<file path="src/rtl/shift_seq_8b.sv">
`default_nettype none
// ============================================================================
//  Module   : shift_seq_8b
//  Purpose  : Control sequencer for an 8-bit universal shift register
//             (s: 11 load, 10 shift left, 01 shift right, 00 hold). On a
//             start request it loads a byte, issues N shifts with constant or
//             rotate fill, streams the shifted-out bits and pulses done.
//  Ports    : CLK, CLRb (sync active-low reset)
//             start, dir, rotate, fill_in, count, din  - job request
//             q_in                                     - register Q readback
//             s, D, SDL, SDR                           - register controls
//             sout, sout_valid                         - serial output stream
//             busy, done                               - status
//  Revision : 1.0 - initial release
// ============================================================================
module shift_seq_8b #(
  parameter int WIDTH = 8,
  parameter int CNT_W = 4
) (
  input  logic             CLK,
  input  logic             CLRb,
  input  logic             start,
  input  logic             dir,
  input  logic             rotate,
  input  logic             fill_in,
  input  logic [CNT_W-1:0] count,
  input  logic [WIDTH-1:0] din,
  input  logic [WIDTH-1:0] q_in,
  output logic [1:0]       s,
  output logic [WIDTH-1:0] D,
  output logic             SDL,
  output logic             SDR,
  output logic             sout,
  output logic             sout_valid,
  output logic             busy,
  output logic             done
);

  localparam logic [1:0] ST_IDLE  = 2'd0;
  localparam logic [1:0] ST_LOAD  = 2'd1;
  localparam logic [1:0] ST_SHIFT = 2'd2;
  localparam logic [1:0] ST_DONE  = 2'd3;

  localparam logic [CNT_W-1:0] C_WIDTH = CNT_W'(WIDTH);

  logic [1:0]       state_q, state_d;
  logic [WIDTH-1:0] din_q;
  logic             dir_q, rotate_q, fill_q;
  logic [CNT_W-1:0] cnt_q;
  logic [CNT_W-1:0] ctr_q;
  logic [CNT_W-1:0] w_count_clamped;

  assign w_count_clamped = (count > C_WIDTH) ? C_WIDTH : count;

  // State register
  always_ff @(posedge CLK) begin
    if (!CLRb) begin
      state_q <= ST_IDLE;
    end else begin
      state_q <= state_d;
    end
  end

  // Job parameters are captured once on acceptance; later input changes
  // have no effect on the running job.
  always_ff @(posedge CLK) begin
    if (!CLRb) begin
      din_q    <= '0;
      dir_q    <= 1'b0;
      rotate_q <= 1'b0;
      fill_q   <= 1'b0;
      cnt_q    <= '0;
      ctr_q    <= '0;
    end else begin
      case (state_q)
        ST_IDLE: begin
          if (start) begin
            din_q    <= din;
            dir_q    <= dir;
            rotate_q <= rotate;
            fill_q   <= fill_in;
            cnt_q    <= w_count_clamped;
          end
        end
        ST_LOAD:  ctr_q <= cnt_q;
        ST_SHIFT: ctr_q <= ctr_q - 1'b1;
        default:  ;
      endcase
    end
  end

  // Next-state logic. SHIFT exits when the counter shows 1, i.e. on the
  // last of the N shift cycles.
  always_comb begin
    state_d = state_q;
    case (state_q)
      ST_IDLE:  if (start) state_d = ST_LOAD;
      ST_LOAD:  state_d = (cnt_q != '0) ? ST_SHIFT : ST_DONE;
      ST_SHIFT: if (ctr_q == {{(CNT_W-1){1'b0}}, 1'b1}) state_d = ST_DONE;
      ST_DONE:  state_d = ST_IDLE;
      default:  state_d = ST_IDLE;
    endcase
  end

  // Output decode. Rotate fill and the serial bit come straight from the
  // register readback so they track the current Q.
  always_comb begin
    s          = 2'b00;
    D          = din_q;
    SDL        = 1'b0;
    SDR        = 1'b0;
    sout       = 1'b0;
    sout_valid = 1'b0;
    busy       = 1'b0;
    done       = 1'b0;
    case (state_q)
      ST_LOAD: begin
        s    = 2'b11;
        busy = 1'b1;
      end
      ST_SHIFT: begin
        s          = dir_q ? 2'b10 : 2'b01;
        busy       = 1'b1;
        SDL        = rotate_q ? q_in[WIDTH-1] : fill_q;
        SDR        = rotate_q ? q_in[0] : fill_q;
        sout       = dir_q ? q_in[WIDTH-1] : q_in[0];
        sout_valid = 1'b1;
      end
      ST_DONE: done = 1'b1;
      default: ;
    endcase
  end

endmodule
`default_nettype wire
</file>
<file path="config.mk">
export PLATFORM = sky130hd
export DESIGN_NAME = shift_seq_8b
export DESIGN_NICKNAME = d
export VERILOG_FILES = /design/src/rtl/shift_seq_8b.sv
export SDC_FILE = /design/constraint.sdc
export NUM_CORES = 1
export LEC_CHECK = 0
export CAP_MARGIN = 10
export CORE_MARGIN = 2
export CORE_UTILIZATION = 42
export DETAILED_ROUTE_END_ITERATION = 8
export HOLD_SLACK_MARGIN = 0.02
export PLACE_DENSITY_LB_ADDON = 0.08
export SETUP_SLACK_MARGIN = 0.05
export SLEW_MARGIN = 20
export SYNTH_ARGS = -nofsm -noshare
export SYNTH_HDL_FRONTEND = slang
export SYNTH_SLANG_ARGS = --single-unit
</file>
<file path="constraint.sdc">
create_clock -name CLK -period 1.75 [get_ports CLK]
set_clock_uncertainty 0.15 [all_clocks]
set_input_delay 0.4375 -clock CLK [delete_from_list [all_inputs] [get_ports CLK]]
set_output_delay 0.4375 -clock CLK [all_outputs]
set_load 0.02 [all_outputs]
</file>
; After elaboration in Yosys (flattened, before gate mapping)
; Cells that the tools add are included.
; Widths: inputs -> output; s select.
[op_classes]
mux = 17
addsub = 1
n_div = 0
mul = 0
shift = 0
bitwise = 0
reduce_logical = 6
order_cmp = 1
n_eq_ne = 6
[op_table]
columns = cell, n
row1 = $mux 1, 10
row2 = $pmux 2 s4, 1
row3 = $pmux 4 s2, 1
row4 = $mux 2, 3
row5 = $eq 2x2->1 const B, 2
row6 = $eq 4x1->1 const B, 1
row7 = $gt 4x4->1 const B, 1
row8 = $mux 4, 1
row9 = $ne 2x2->1 const B, 2
row10 = $pmux 2 s2, 1
row11 = $reduce_and 2->1, 2
row12 = $reduce_bool 4->1, 1
row13 = $sub 4x1->4 const B, 1
row14 = $eq 2x1->1 const B, 1
row15 = $logic_not 2->1, 1
row16 = $reduce_bool 2->1, 1
row17 = $reduce_or 2->1, 1
[totals]
ff_bits = 21
output_inout_bits = 16
n_memories = 0
latch_bits = 0
romBits = 0
inputBits = 26
wordCells = 38
ram_bits = 0

; Depth between registers and ports, before layout
; Gate-level depths: netlist of run 1.
[logic_depth]
word_depth = 3
ltp_mapped = 7
depth_no_buf = 6

; Worst setup path before layout of run 1
; No wires, ideal clock.
[synth_timing]
path_kind = register to output
start = register state_q[1]
end = output port s[1]
setup_slack_ns = -0.292
path_stages_with_launch = 5
t_required_ns = 1.162
t_arrival_ns = 1.454
cell_sequence = dfxtp_1 -> inv_1 -> ha_1 -> buf_2 -> nor2b_1
[synth_via]
elab_chain_cells = 2
word_cells_on_any_way = 3
[synth_rtl]
columns = item, line
row1 = start: declaration, 46  ; logic [1:0] state_q, state_d;
row2 = start signal: assignment, 60  ; state_q <= state_d;
row3 = $eq 2x2->1 / $eq 2x1->1 (equally long branches), 116  ; case (state_q)
row4 = $pmux 2 s2 *, 116
row5 = end: declaration, 29  ; output logic [1:0] s,
; Mark *: on every way between the ends. The rest lies on a longest branch, timed or not.

; Worst setup path after layout of run 1
; Ends and elaborated chain as after synthesis.

==> results of run 1 <==
[per-layer routing]
layer	vias to the layer above	wire length (um)	GRT usage (%)
met5	-	0	0
met4	0	43	8.75
met3	4	96	3.55
met2	26	1310	31.9
met1	490	1160	19.6
li1	535	-	-
[state kept, by name, indices dropped and copies added (netlist names)]
name      cells
rotate_q      1
fill_q        1
state_q       2
ctr_q         4
dir_q         1
cnt_q         4
D             8
[worst register-to-register path: cells and delay by family (launching register included)]
family / cells / cell delay (ps)
AO/OA/AOI/OAI: 2 / 250
adder cells (fa/ha/maj): 1 / 150
AND/OR/NAND/NOR: 2 / 620
flip-flops: 1 / 400
[worst max-delay path by stage]
stage	startpoint	to	slack [ps]	cells past startpoint
detailed placement	q_in[0]	SDR	-610	4
CTS	state_q[0]	s[1]	-190	5
global route	state_q[1]	s[1]	-220	4
global placement	q_in[7]	SDL	-580	4
floorplan	state_q[1]	s[1]	60	4
finish	state_q[1]	s[1]	-160	4
[final cells by class]
cell class | instances | area, um^2
inverters | 6 | 35.0
multi-input cells | 96 | 762
clock inverters | 1 | 5.00
fillers | 185 | 626
clock buffers | 3 | 22.5
repair buffers | 55 | 534
flip-flops and latches | 21 | 433
well taps | 30 | 37.5
[power groups by stage]
stage                     sequential [mW]  combinational, mW  clock [mW]
after global routing                0.700               1.38       0.262
after floorplan                     0.696              0.604           0
after detailed placement            0.658               1.09           0
final                               0.688               1.26       0.232
after CTS                           0.667               1.15       0.244
after global placement              0.656               1.07           0
[cell families after synthesis]
logic type               after synthesis  share of synthesized area [%]
AO/OA/AOI/OAI                         30                           20.0
buffers and inverters                 12                           4.43
multiplexers                           4                           3.73
AND/OR/NAND/NOR                       54                           23.3
flip-flops                            21                           39.2
adder cells (fa/ha/maj)                8                           9.34
[through the flow]
stage	util (%)	TNS, ps
finish	74.5	-526
global route	74.5	-872
CTS	70.5	-589
detailed placement	66.3	-2710
global placement	66.3	-2620
floorplan	-	0
[synthesized netlist by cell type, types with 3 or more instances]
cell	n	area, um^2
nand3b_1	3	22.5
inv_1	6	22.5
o21ai_0	3	15.0
clkbuf_1	4	15.0
ha_1	8	100
nor2b_1	6	37.5
nor2_1	5	18.8
dfxtp_1	21	420
a21oi_1	5	25.0
nand2_1	33	124
a21boi_0	14	105
mux2i_1	4	40.0
[repair_timing]
item | in CTS | in global routing
setup buffers | 3 | 2
endpoints found under the setup margin | 17 | 10
gates cloned | 0 | 0
pin swaps | 5 | 3
gates resized for setup | 75 | 19
==> run_results.csv, run 1 <==
group,metric,value,unit
pwr,pwr-share-comb,57.9,%
worst_hold_path,hold_depth,2,
global_routing,grt.total_usage,17.7,%
routing,drt_first_pass_iters,4,
sta,layout_setup_ws,-164,ps
routing,drt-total-wl,2610,um
sta,maxSlewViolCount,0,
die,io_pins,42,
worst_setup_path,endpoint_kind,"output pin",
pwr,sequentialPowerShare,31.5,%
pwr,swShare,38.9,%
synth,synthFlopType,"dfxtp_1",
routing,ant_nets,0,
worst_setup_path,crit_required,1160,ps
sta,timing.final.hold_violations,0,
clocking,cts_hold_buf,0,
routing,vias_per_cell,4.98,
worst_setup_path,cp-start-kind,"flip-flop",
job,maxCapViolCount,0,
clocking,clockBufferDepth,2,
clocking,clock_latency,310,ps
sta,tightest_slew,396,ps
final_layout,drive_above_1_share,33.5,%
synth,syn_area,1070,um^2
sta,fin_hold_ws,306,ps
run_status,status,"finished, violations left",
global_routing,overflow,0,
synth,synth-seq-cells,21,
final_layout,syn_to_final_growth,70.6,%
worst_hold_path,min_to,"D[6]",
die,die_h,54.5,um
placement,dp_slack,-605,ps
routing,via_count,1055,
placement,placed_area,1630,um^2
routing,wire_per_inst,12.3,um
die,start_util,43.7,%
routing,first_iter_violations,5,
synth,ys_seq_area_share,39.2,%
placement,place.gp.congestion,0.769,
clocking,clock-root-buffer,"clkbuf_4",
worst_hold_path,min_path_type,"flip-flop to flip-flop",
clocking,clock-sinks,21,
global_routing,grt_pass1_wl,3730,um
worst_setup_path,crit_arrival,1330,ps
worst_setup_path,r2r-start,"ctr_q[0]",
final_layout,final_cell_mix,"nand2_1 (31), dfxtp_1 (17), clkdlybuf4s50_1 (17)",
final_layout,final_cells,212,
sta,fin_crit,1910,ps
sta,rsz0062_at_grt,"yes",
global_routing,first_global_vias,902,
synth,yosysWarnings,0,
die,die_x,54.5,um
pwr,peakVddDrop,0.974,mV
worst_setup_path,r2r.worst_path.cells,5,
synth,synth_edf_count,0,
final_layout,final_common_cell,"nand2_1",
pwr,leakage,0.734,nW
worst_setup_path,slowest_delay,420,ps
worst_setup_path,r2r-end,"state_q[0]",
worst_hold_path,hold_path.startpoint,"D[6]",
die,core,2450,um^2
pwr,power_density,1190,nW/um^2
global_routing,grt_antenna_before_repair,0,
final_layout,nNetsFinal,217,
synth,synth_cells,129,
synth,synth.distinct_cells,27,
sta,relSlewSlack,73.3,%
placement,io_buffers,35,
die,rows,18,
worst_setup_path,worst-r2r-setup-slack,70,ps
final_layout,num_antenna_cells,0,
sta,setup_viol,6,
run_status,violations,"setup timing",
worst_setup_path,path_cells,"inv_4 -> ha_4 -> nor2b_4 -> buf_6",
pwr,total_power,2.18,mW
pwr,intPower,1.33,mW
placement,hpwl,1760,um
worst_setup_path,crit_buf_inv,2,
worst_setup_path,crit_type,"flip-flop to output pin",
clocking,cts.clk_slew.worst_paths,110,ps
worst_setup_path,crit_path_max_fanout,4,
clocking,h-tree-depth,1,
final_layout,design_area,1830,um^2
pwr,clockPowerShare,10.6,%
clocking,cts_buffers,3,
synth,syn-num-nets,163,
die,die_area,2970,um^2
routing,drc,0,
placement,dp.cells,203,
pwr,switchingPower,851,uW
sta,fmax,0.523,GHz
global_routing,grt_max_degree,16,
synth,syn_avg_cell_area,8.31,um^2
worst_setup_path,cpLargestDelayFamily,"flip-flops",
worst_setup_path,slowest_stage,"dfxtp_4",
synth,async_flop_share,0,%
clocking,cts_tree,"done",
sta,period_share,109,%
(Power assumes the default switching activity.)
==> inputs of run 2 (changes only) <==
--- a/config.mk
+++ b/config.mk
@@ -12,7 +12,7 @@
 export HOLD_SLACK_MARGIN = 0.02
 export PLACE_DENSITY_LB_ADDON = 0.08
 export SETUP_SLACK_MARGIN = 0.05
-export SLEW_MARGIN = 20
+export SLEW_MARGIN = 0
 export SYNTH_ARGS = -nofsm -noshare
 export SYNTH_HDL_FRONTEND = slang
 export SYNTH_SLANG_ARGS = --single-unit
==> results of run 2 <==
Same layout as run 1: the final DEF is identical, and so are final timing and power.
